`src/rtl/pool_flatten_stream.sv`:
```
`default_nettype none
// ============================================================================
// Module      : pool_flatten_stream
// Description : Captures a pooled feature map into a local frame buffer and
//               serialises it channel-major, row-major over valid/ready.
// Revision    : 1.0 - initial release
// ============================================================================
module pool_flatten_stream #(
    parameter  int CH     = 1,
    parameter  int IN_H   = 4,
    parameter  int IN_W   = 4,
    parameter  int INT_W  = 8,
    parameter  int FRAC_W = 16,
    localparam int DW     = INT_W + FRAC_W,
    localparam int N      = CH * IN_H * IN_W
) (
    input  logic                 clk,
    input  logic                 rst,
    input  logic                 valid_in,
    input  logic signed [DW-1:0] in_data [CH][IN_H][IN_W],
    output logic                 m_valid,
    input  logic                 m_ready,
    output logic signed [DW-1:0] m_data,
    output logic                 m_last,
    output logic                 busy,
    output logic                 overflow
);

    localparam int c_CW = (CH   > 1) ? $clog2(CH)   : 1;
    localparam int c_HW = (IN_H > 1) ? $clog2(IN_H) : 1;
    localparam int c_WW = (IN_W > 1) ? $clog2(IN_W) : 1;
    localparam int c_IW = (N    > 1) ? $clog2(N)    : 1;

    localparam logic [c_CW-1:0] c_C_LAST = c_CW'(CH - 1);
    localparam logic [c_HW-1:0] c_H_LAST = c_HW'(IN_H - 1);
    localparam logic [c_WW-1:0] c_W_LAST = c_WW'(IN_W - 1);

    localparam logic [0:0] S_IDLE   = 1'b0;
    localparam logic [0:0] S_STREAM = 1'b1;

    logic [0:0]             r_state;
    logic [c_CW-1:0]        r_c;
    logic [c_HW-1:0]        r_h;
    logic [c_WW-1:0]        r_w;
    logic [c_IW-1:0]        r_idx;
    logic signed [DW-1:0]   r_buf [N];
    logic                   r_m_valid;
    logic                   r_m_last;
    logic signed [DW-1:0]   r_m_data;
    logic                   r_overflow;

    logic signed [DW-1:0]   w_in_flat [N];
    logic                   w_hs;
    logic                   w_at_last;
    logic                   w_last_hs;
    logic                   w_capture;
    logic                   w_drop;
    logic                   w_advance;
    logic [0:0]             w_nstate;
    logic [c_CW-1:0]        w_nc;
    logic [c_HW-1:0]        w_nh;
    logic [c_WW-1:0]        w_nw;
    logic [c_IW-1:0]        w_nidx;
    logic signed [DW-1:0]   w_ndata;
    logic                   w_nlast;

    // Linear view of the incoming map in stream order (c outer, w inner).
    for (genvar gc = 0; gc < CH; gc++) begin : g_ch
        for (genvar gh = 0; gh < IN_H; gh++) begin : g_row
            for (genvar gw = 0; gw < IN_W; gw++) begin : g_col
                assign w_in_flat[gc*IN_H*IN_W + gh*IN_W + gw] = in_data[gc][gh][gw];
            end
        end
    end

    assign w_hs      = r_m_valid & m_ready;
    assign w_at_last = (r_c == c_C_LAST) && (r_h == c_H_LAST) && (r_w == c_W_LAST);
    assign w_last_hs = w_hs & w_at_last;
    assign w_capture = valid_in & ((r_state == S_IDLE) | w_last_hs);
    assign w_drop    = valid_in & ~w_capture;
    assign w_advance = w_hs & ~w_at_last;

    always_comb begin
        w_nstate = r_state;
        w_nc     = r_c;
        w_nh     = r_h;
        w_nw     = r_w;
        w_nidx   = r_idx;
        if (w_capture) begin
            w_nstate = S_STREAM;
            w_nc     = '0;
            w_nh     = '0;
            w_nw     = '0;
            w_nidx   = '0;
        end else if (w_advance) begin
            w_nidx = r_idx + c_IW'(1);
            if (r_w == c_W_LAST) begin
                w_nw = '0;
                if (r_h == c_H_LAST) begin
                    w_nh = '0;
                    w_nc = r_c + c_CW'(1);
                end else begin
                    w_nh = r_h + c_HW'(1);
                end
            end else begin
                w_nw = r_w + c_WW'(1);
            end
        end else if (w_last_hs) begin
            w_nstate = S_IDLE;
        end
    end

    // Outputs are precomputed for the next cycle so they leave from flops.
    always_comb begin
        w_ndata = '0;
        if (w_capture) begin
            w_ndata = w_in_flat[0];
        end else if (w_nstate == S_STREAM) begin
            w_ndata = r_buf[w_nidx];
        end
        w_nlast = (w_nstate == S_STREAM) && (w_nc == c_C_LAST) &&
                  (w_nh == c_H_LAST) && (w_nw == c_W_LAST);
    end

    always_ff @(posedge clk) begin
        if (rst) begin
            r_state    <= S_IDLE;
            r_c        <= '0;
            r_h        <= '0;
            r_w        <= '0;
            r_idx      <= '0;
            r_m_valid  <= 1'b0;
            r_m_last   <= 1'b0;
            r_m_data   <= '0;
            r_overflow <= 1'b0;
        end else begin
            r_state    <= w_nstate;
            r_c        <= w_nc;
            r_h        <= w_nh;
            r_w        <= w_nw;
            r_idx      <= w_nidx;
            r_m_valid  <= (w_nstate == S_STREAM);
            r_m_last   <= w_nlast;
            r_m_data   <= w_ndata;
            r_overflow <= w_drop;
        end
    end

    // Frame storage is not reset; it is always rewritten before being read.
    always_ff @(posedge clk) begin
        if (!rst && w_capture) begin
            r_buf <= w_in_flat;
        end
    end

    assign m_valid  = r_m_valid;
    assign m_data   = r_m_data;
    assign m_last   = r_m_last;
    assign busy     = (r_state == S_STREAM);
    assign overflow = r_overflow;

endmodule
`default_nettype wire

```
`config.mk`:
```
export PLATFORM = sky130hd
export DESIGN_NAME = pool_flatten_stream
export DESIGN_NICKNAME = d
export VERILOG_FILES = /design/src/rtl/pool_flatten_stream.sv
export SDC_FILE = /design/constraint.sdc
export NUM_CORES = 1
export LEC_CHECK = 0
export CAP_MARGIN = 5
export CORE_ASPECT_RATIO = 0.75
export CORE_MARGIN = 5
export CORE_UTILIZATION = 30
export CTS_CLUSTER_SIZE = 24
export DETAILED_ROUTE_END_ITERATION = 12
export GPL_ROUTABILITY_DRIVEN = 0
export PLACE_DENSITY = 0.54
export SYNTH_ARGS = -nofsm -noshare
export SYNTH_HDL_FRONTEND = slang
export SYNTH_SLANG_ARGS = --single-unit
```
`constraint.sdc`:
```
create_clock -name clk -period 20.2 [get_ports clk]
set_input_delay 4.04 -clock clk [delete_from_list [all_inputs] [get_ports clk]]
set_output_delay 4.04 -clock clk [all_outputs]
set_load 0.005 [all_outputs]
```
# After elaboration in Yosys (flattened, before gate mapping)
# Cells that the tools add are included.
[word_totals] ff_bits=420 wordCells=73
[op_classes] add_sub_neg=4 order_cmp=1 eq_ne=4 muxes=21 bitwise=12 reduce_logical=7
[ops] op="24-bit binary-select mux with 4-bit select" n=1
[ops] op="24-bit 2-to-1 mux" n=4
[ops] op="2-bit 2-to-1 mux" n=7
[ops] op="2-bit equality test (second input constant)" n=4
[ops] op="4-bit 2-to-1 mux" n=2
[ops] op="1-bit 2-to-1 mux" n=7
[ops] op="1-bit logical AND" n=6
[ops] op="1-bit bitwise AND" n=5
[ops] op="5-bit greater-or-equal comparator (second input constant)" n=1
[ops] op="1-bit inverter" n=5
[ops] op="4-bit inverter with 5-bit output" n=1
[ops] op="2-bit by 1-bit adder with 2-bit output (second input constant)" n=2
[ops] op="4-bit by 1-bit adder with 4-bit output (second input constant)" n=1
[ops] op="1-bit adder (second input constant)" n=1
[ops] op="1-bit zero test" n=1
[ops] op="1-bit bitwise OR" n=1

# Logic depth before layout (Yosys ltp)
# Gate-level depths: netlist of run 1.
[logic_depth] word_depth=13 ltp_mapped=12 mapped_depth_nobuf=9

# Worst setup path after synthesis of run 1
# Ideal clock, no wire load.
[synth_path] path_kind="in2reg" startpoint="in m_ready" endpoint="reg r_buf[0] (netlist name), enable pin" setup_ns=0.897 arrival_ns=15.413 required_ns=19.303 path_slack_ns=3.890 path_stages=6 path_cell_list="nand3_1 nand2_1 nand2_1 nor2_2 buf_2 clkbuf_1"
[synth_via] elab_chain_cells=5
[synth_rtl] item="start, declared" line="22" text="input logic m_ready,"
[synth_rtl] item="1-bit bitwise AND" line="76" text="assign w_hs = r_m_valid & m_ready;"
[synth_rtl] item="1-bit bitwise AND" line="78" text="assign w_last_hs = w_hs & w_at_last;"
[synth_rtl] item="1-bit bitwise OR" line="79" text="assign w_capture = valid_in & ((r_state == S_IDLE) | w_last_hs);"
[synth_rtl] item="1-bit bitwise AND" line="79"
[synth_rtl] item="1-bit logical AND" line="151" text="if (!rst && w_capture) begin"
[synth_rtl] item="end signal, assigned" line="152" text="r_buf <= w_in_flat;"
[synth_rtl] item="end, declared" line="46" text="logic signed [DW-1:0] r_buf [N];"
# Every way passes these cells.
# A chain may end at the register's enable or synchronous reset.

# Worst setup path in the final report of run 1
[layout_path] startpoint="in m_ready" endpoint="reg r_m_data[11] (netlist: m_data[11])"
[layout_via] elab_chain_cells=11 elab_cells_between_ends=16 cone_classes="10 x mux; 6 x bitwise"
[layout_rtl] item="1-bit bitwise AND (*)" line="76"
[layout_rtl] item="1-bit bitwise AND" line="78"
[layout_rtl] item="1-bit bitwise OR" line="79"
[layout_rtl] item="1-bit bitwise AND" line="79"
[layout_rtl] item="4-bit 2-to-1 mux" line="89" text="if (w_capture) begin"
[layout_rtl] item="4-bit inverter with 5-bit output (not written as such)" line="119" text="w_ndata = r_buf[w_nidx];"
[layout_rtl] item="24-bit binary-select mux with 4-bit select" line="119"
[layout_rtl] item="24-bit 2-to-1 mux (not written as such) (2 in series)" line="119"
[layout_rtl] item="24-bit 2-to-1 mux" line="118" text="end else if (w_nstate == S_STREAM) begin"
[layout_rtl] item="24-bit 2-to-1 mux (*)" line="116" text="if (w_capture) begin"
[layout_rtl] item="end signal, assigned" line="144" text="r_m_data <= w_ndata;"
[layout_rtl] item="end, declared" line="49" text="logic signed [DW-1:0] r_m_data;"
# Every way passes the cells marked *; elsewhere a longest branch is shown, timed or not. The select of a mux whose other input is x is not followed.

==> results of run 1 <==
## cells in the mapped netlist, types with 2 or more instances
cell type,count
sky130_fd_sc_hd__inv_1,3
sky130_fd_sc_hd__a32oi_1,20
sky130_fd_sc_hd__o22ai_1,25
sky130_fd_sc_hd__ha_1,4
sky130_fd_sc_hd__nand3_1,58
sky130_fd_sc_hd__a21oi_2,2
sky130_fd_sc_hd__o31a_1,12
sky130_fd_sc_hd__buf_2,31
sky130_fd_sc_hd__mux2i_1,75
sky130_fd_sc_hd__clkbuf_1,15
sky130_fd_sc_hd__edfxtp_1,384
sky130_fd_sc_hd__mux4_2,2
sky130_fd_sc_hd__dfxtp_1,36
sky130_fd_sc_hd__a31o_1,12
sky130_fd_sc_hd__nor2_2,2
sky130_fd_sc_hd__a2111oi_2,10
sky130_fd_sc_hd__a221o_1,12
sky130_fd_sc_hd__nor2_1,21
sky130_fd_sc_hd__nand4_1,3
sky130_fd_sc_hd__buf_6,3
sky130_fd_sc_hd__nand3_2,2
sky130_fd_sc_hd__buf_4,11
sky130_fd_sc_hd__a31oi_1,12
sky130_fd_sc_hd__a211oi_2,10
sky130_fd_sc_hd__a21oi_1,32
sky130_fd_sc_hd__buf_1,7
sky130_fd_sc_hd__nand2_1,175
sky130_fd_sc_hd__nand2_2,4
sky130_fd_sc_hd__and2_4,2
sky130_fd_sc_hd__and2_1,15
sky130_fd_sc_hd__nor3_1,3
sky130_fd_sc_hd__a2111oi_0,2
sky130_fd_sc_hd__or2_2,3
sky130_fd_sc_hd__a221oi_1,25
sky130_fd_sc_hd__a211oi_1,2
sky130_fd_sc_hd__a22oi_1,16
## per-layer routing
layer  GRT usage [%]  part of all wire (%)  vias up
met5               0                  0.11        -
met4            3.92                   1.8        8
met3            4.47                   7.0       71
met2            25.9                    46      364
met1            23.8                    45     5306
li1                -                     -     5000
## critical path: cells and delay by family
kind	cells	cell delay (ns)
AO/OA/AOI/OAI	3	0.72
AND/OR/NAND/NOR	4	1.13
buffers and inverters	2	1.27
## kinds of logic (layout without fill, tap and decap cells)
group / count (synthesis) / in the layout
adder cells (fa/ha/maj): 4 / 4
multiplexers: 79 / 79
buffers and inverters: 70 / 509
other: 0 / 3
AND/OR/NAND/NOR: 293 / 293
XOR/XNOR: 2 / 2
flip-flops: 420 / 420
AO/OA/AOI/OAI: 202 / 202
## registers in the layout, indices dropped and copies added (netlist names)
register  cells
r_buf       384
m_data       24
r_idx         4
r_h           2
r_w           2
m_last        1
m_valid       1
overflow      1
r_c           1
## power breakdown
group | internal, mW | leakage (nW) | total [mW] | switching [mW]
sequential | 0.989 | 3.85 | 0.999 | 0.0102
combinational | 0.101 | 3.06 | 0.187 | 0.0858
clock | 0.457 | 0.671 | 0.788 | 0.331
total | 1.55 | 7.58 | 1.97 | 0.427
## layout make-up
| type | instances | share of cell area (%) |
|---|---|---|
| inverter | 3 | 0.0496 |
| clock inverter | 16 | 0.721 |
| antenna | 3 | 0.0330 |
| sequential | 420 | 53.9 |
| timing repair buffer | 426 | 18.8 |
| clock buffer | 64 | 5.36 |
| tap | 722 | 3.98 |
| multi-input combinational | 580 | 17.2 |
## final timing paths
kind                           from               endpoint  slack (ns)
setup / recovery            m_ready  m_data[11]$_SDFF_PP0_       13.17
hold / removal       r_c$_SDFF_PP0_         r_c$_SDFF_PP0_        0.50
setup reg to reg  r_h[0]$_SDFF_PP0_  m_data[11]$_SDFF_PP0_       16.48
hold reg to reg      r_c$_SDFF_PP0_         r_c$_SDFF_PP0_        0.50
==> impl_results.md, run 1 <==
- Hold Path Class: reg -> reg
- Cts bufs inserted: 44
- Post-Layout Inst Area: 22700 sq um
- Total global routing track utilization: between 10% and 20%
- Synth area leaders: sky130_fd_sc_hd__edfxtp_1 (70%), sky130_fd_sc_hd__mux2i_1 (4.6%), sky130_fd_sc_hd__dfxtp_1 (4.4%), sky130_fd_sc_hd__nand2_1 (4.0%), sky130_fd_sc_hd__nand3_1 (1.8%)
- Fraction of synthesized cell area in xor and xnor cells: 0.197%
- Die boundary height: between 200 and 250 um
- Count of vias placed by the detailed router: roughly 11000
- Share of layout cells above drive strength 1: 8.08%
- Synthesized netlist net count: 1462
- Placed cells: about 2200
- Overall die area: 59800 sq um
- Actual transition at the worst max-transition pin: 1.27 ns
- Clock sinks: 420
- Mapped Area: 16500 sq um
- Post-Synth Simple-Gate Area: 7.84%
- Max-capacitance violation count: 0
- Max stage delay on crit path: 0.66 ns
- Buffers inserted by post-CTS timing repair: 0
- Number of cells in the finished layout apart from fillers: approximately 2200
- Max Fanout on Critical Path: roughly 200
- PnR worst setup slack: 13.17 ns
- DRT Wirelength: 52000 um
- Worst-case clock buffer depth: 3
- Worst Hold Margin: 0.497 ns
- Setup TNS Final: 0 ns
- Highest-delay cell along the critical path: sky130_fd_sc_hd__buf_12
- Post-Place Worst Slack: 12.67 ns
- Commonest cells after routing, fill and taps aside: sky130_fd_sc_hd__clkdlybuf4s50_1 (415), sky130_fd_sc_hd__edfxtp_1 (384), sky130_fd_sc_hd__nand2_1 (175)
- Fill cells: roughly 5000
- Clock tree root buffer cell: sky130_fd_sc_hd__clkbuf_16
- Number of levels the H-tree was split into: 2
- PortBufs: approximately 420
- Kind of start point of the critical path: input pin
- Multiplexer fraction of the synthesized cell area: 4.99%
- Normalized max-slew margin: 15.3%
- 1st-pass router iterations: 5
- Sum of net half-perimeters after detailed placement: 37000 um
- Final Cycle Share: 34.8%
- Signed area change from the synthesized netlist to the final layout: 37.8%
- Vias in the first global route: approximately 11000
- Worst-skew pair later-pin latency: 0.56 ns
- Flop and latch count out of synthesis: 420
- Gate count after technology mapping: 1070
- Number of endpoints failing setup at the final stage: 0
- Leading cell type in the layout, fill and taps excluded: sky130_fd_sc_hd__clkdlybuf4s50_1
- Final ANT Viol Nets: 0
- Required time at the worst-slack endpoint: 20.70 ns
- Number of unique standard cell types used by synthesis: 55
- Antenna violations before repair: 8
- Synthesized-area fraction occupied by ao, oa, aoi and oai cells: about 10%
- Area share of the leading cell type in the synthesized netlist: 70.0%
- Instance count along the most critical hold path: 2
- Global-route wire length before repair: between 70000 and 80000 um
- Drt drc: 0
- Register-to-Register Path Depth: 10
- Fmax: 142 MHz
- Overall overflow remaining after global route: 0
- Series of cell instances along the critical path: clkdlybuf4s50_1, nand3_1, nand2_1, nand2_1, nor2_4, buf_12, a21oi_1, a2111oi_2, o31a_1
- Fin crit period: roughly 7.0 ns
- Number of DRC markers after the initial detailed-route iteration: 848
- Commonest register cell after synthesis: sky130_fd_sc_hd__edfxtp_1
- Largest area contributor in the netlist: sky130_fd_sc_hd__edfxtp_1
- I/O pin count: 416
- Post-Place Cell Area: 21300 sq um
- CTS Hold Bufs: 0
- RSZ-0062 raised after global routing: false
- Leakage dissipation: 7.58 nW
- Sequential fraction of the synthesis area: between 70% and 80%
- Max IR drop VDD: between 0.06 and 0.07 mV
- Total count of max-transition violations in the final report: 0
- Total Power: 1.97 mW
- Chip Width: ~280 um
- Most used cell along the critical path: sky130_fd_sc_hd__nand2_1
- Number of warnings printed during yosys synthesis: 0
- Power density cells: 86.9 nW/um^2
- Mapped Avg Cell Area: between 15 and 20 sq um
- Final core utilization: 41.7%
- Number of hold-slack violations in the final timing report: 0
- Clock-pin slew of the registers on the worst-case setup and hold paths: 0.06 ns
- WS Path Type: in -> reg
- Total area of multi-input combinational cells: 3900 sq um
- Detailed-route vias per instance: just under 5
- Number of enable flip-flop cells after synthesis: 384
- Data arrival time of the critical path: 7.53 ns
- Core Region: 54400 sq um
- Post-cts repair resize count: 0
- Category of the worst setup path capture point: flop
- Routed wire length per instance: 23.3 um
- Async set-reset flop share out of synthesis: 0%
- Worst setup skew after layout: 0.0171 ns
- Std cell rows: between 70 and 80
- Initial core utilization: 30.3%
- Status: completed
- Flip-flop and latch area: 12300 sq um
- # nets final: between 1500 and 2000
- Largest net degree at the start of global routing: roughly 200
- CTS tree: yes
- Main combinational cell family by area after synthesis: compound AO/OA/AOI/OAI gates
- Area share of fa/ha/maj cells after synthesis: 0.304%
No activity file was read; power rests on OpenSTA's default activity.
==> run 2: changes to the inputs <==
PLACE_DENSITY = 0.56   (was 0.54)
clock period = 5.9 ns   (was 20.2 ns; I/O delays follow)
==> impl_results.md, run 2 (synthesis results as in run 1) <==
- Status: completed
- CTS tree: yes
- Total count of max-transition violations in the final report: 0
- Hold Path Class: reg -> reg
- Actual transition at the worst max-transition pin: 1.44 ns
- Worst-case clock buffer depth: 3
- Max-capacitance violation count: 0
- RSZ-0062 raised after global routing: false
- Global-route wire length before repair: between 70000 and 80000 um
- Overall overflow remaining after global route: 0
- Core Region: 54400 sq um
- Buffers inserted by post-CTS timing repair: 0
- PortBufs: 415
- Power density cells: between 300 and 400 nW/um^2
- Std cell rows: 74
- Initial core utilization: 30.3%
- Overall die area: 59800 sq um
- Die boundary height: 213 um
- Total global routing track utilization: 17.1%
- Fill cells: 4945
- CTS Hold Bufs: 0
- Fin crit period: 3.84 ns
- I/O pin count: 416
- Required time at the worst-slack endpoint: 6.41 ns
- Clock sinks: 420
- Leading cell type in the layout, fill and taps excluded: sky130_fd_sc_hd__clkdlybuf4s50_1
- Post-cts repair resize count: 0
- Cts bufs inserted: 45
- Largest net degree at the start of global routing: just under 200
- Data arrival time of the critical path: roughly 4.4 ns
- Clock-pin slew of the registers on the worst-case setup and hold paths: roughly 0.06 ns
- Routed wire length per instance: 23.6 um
- Antenna violations before repair: 9
- Kind of start point of the critical path: input pin
- Worst setup skew after layout: 0.0198 ns
- Number of DRC markers after the initial detailed-route iteration: 972
- Worst Hold Margin: just over 0.5 ns
- Leakage dissipation: 7.68 nW
- Number of hold-slack violations in the final timing report: 0
- Number of flip-flops under the largest register name: 384
- Clock tree root buffer cell: sky130_fd_sc_hd__clkbuf_16
- Commonest cells after routing, fill and taps aside: sky130_fd_sc_hd__clkdlybuf4s50_1 (415), sky130_fd_sc_hd__edfxtp_1 (384), sky130_fd_sc_hd__nand2_1 (175)
- Number of endpoints failing setup at the final stage: 0
- Sum of net half-perimeters after detailed placement: 37900 um
- Vias in the first global route: 11400
- DRT Wirelength: 53200 um
- Final Cycle Share: roughly two thirds
- Worst-skew pair later-pin latency: 0.57 ns
- Max Fanout on Critical Path: 13
- Normalized max-slew margin: 4.11%
- 1st-pass router iterations: 5
- Biggest register: r_buf
- Share of layout cells above drive strength 1: 9.20%
- Final ANT Viol Nets: 0
- # nets final: 1877
- Drt drc: 0
- Number of levels the H-tree was split into: 2
- Count of vias placed by the detailed router: 11000
- Chip Width: 281 um
- Fmax: 261 MHz
- Max IR drop VDD: 0.224 mV
- WS Path Type: in -> reg
- Detailed-route vias per instance: 4.87
- Category of the worst setup path capture point: flop
- Setup TNS Final: 0 ns
- Signed area change from the synthesized netlist to the final layout: 39.0%
run 2: final timing paths:
check	start	end	slack (ns)	cells after the start
worst max register to register	r_h[0]$_SDFF_PP0_	m_data[1]$_SDFF_PP0_	2.48	9
worst min register to register	r_c$_SDFF_PP0_	r_c$_SDFF_PP0_	0.51	2
worst min-delay path	r_c$_SDFF_PP0_	r_c$_SDFF_PP0_	0.51	2
worst max-delay path	m_ready	m_data[1]$_SDFF_PP0_	2.06	8
run 2: through the flow:
stage | instance area [sq um] | worst slack (ns) | util (%) | cells | total power, mW
6_report | 22900 | 2.06 | 42.1 | 2249 | 6.91
5_1_grt | 22900 | 1.93 | 42.1 | 2249 | 7.17
2_1_floorplan | 16500 | 0.600 | - | 1070 | 3.74
3_5_place_dp | 21400 | 1.50 | 39.4 | 2160 | 4.15
3_3_place_gp | 21400 | 1.58 | 39.4 | 2160 | 4.15
4_1_cts | 22900 | 2.10 | 42.1 | 2244 | 7.00
run 2: worst max-delay path, stage by stage:
cell and delay (ns):
sky130_fd_sc_hd__clkdlybuf4s50_1 0.60, sky130_fd_sc_hd__nand2_2 0.14, sky130_fd_sc_hd__o21ai_2 0.32, sky130_fd_sc_hd__and2_1 0.52, sky130_fd_sc_hd__buf_4 0.34, sky130_fd_sc_hd__nand2_1 0.40
sky130_fd_sc_hd__o22ai_1 0.62, sky130_fd_sc_hd__o31a_1 0.20
run 2: final cells by class:
cell class	count	area, sq um	share of cell area (%)
multi-input combinational	580	3900	17.0
clock buffer	61	1280	5.58
antenna	5	12.5	0.0546
sequential	420	12300	53.5
clock inverter	23	199	0.868
tap	722	903	3.94
inverter	3	11.3	0.0491
timing repair buffer	435	4350	19.0
run 2: power breakdown:
group | switching [mW] | internal, mW | total [mW]
logic | 0.305 | 0.354 | 0.658
clock network | 1.18 | 1.65 | 2.83
registers | 0.0365 | 3.39 | 3.42
run 2: per-layer routing:
| metal | GRT usage [%] | share of wire (%) | up-vias |
|---|---|---|---|
| li1 | - | - | 5025 |
| met1 | 24.9 | 46 | 5415 |
| met2 | 25.7 | 44 | 419 |
| met3 | 4.16 | 7.4 | 89 |
| met4 | 4.64 | 2.2 | 8 |
| met5 | 0 | 0.11 | - |
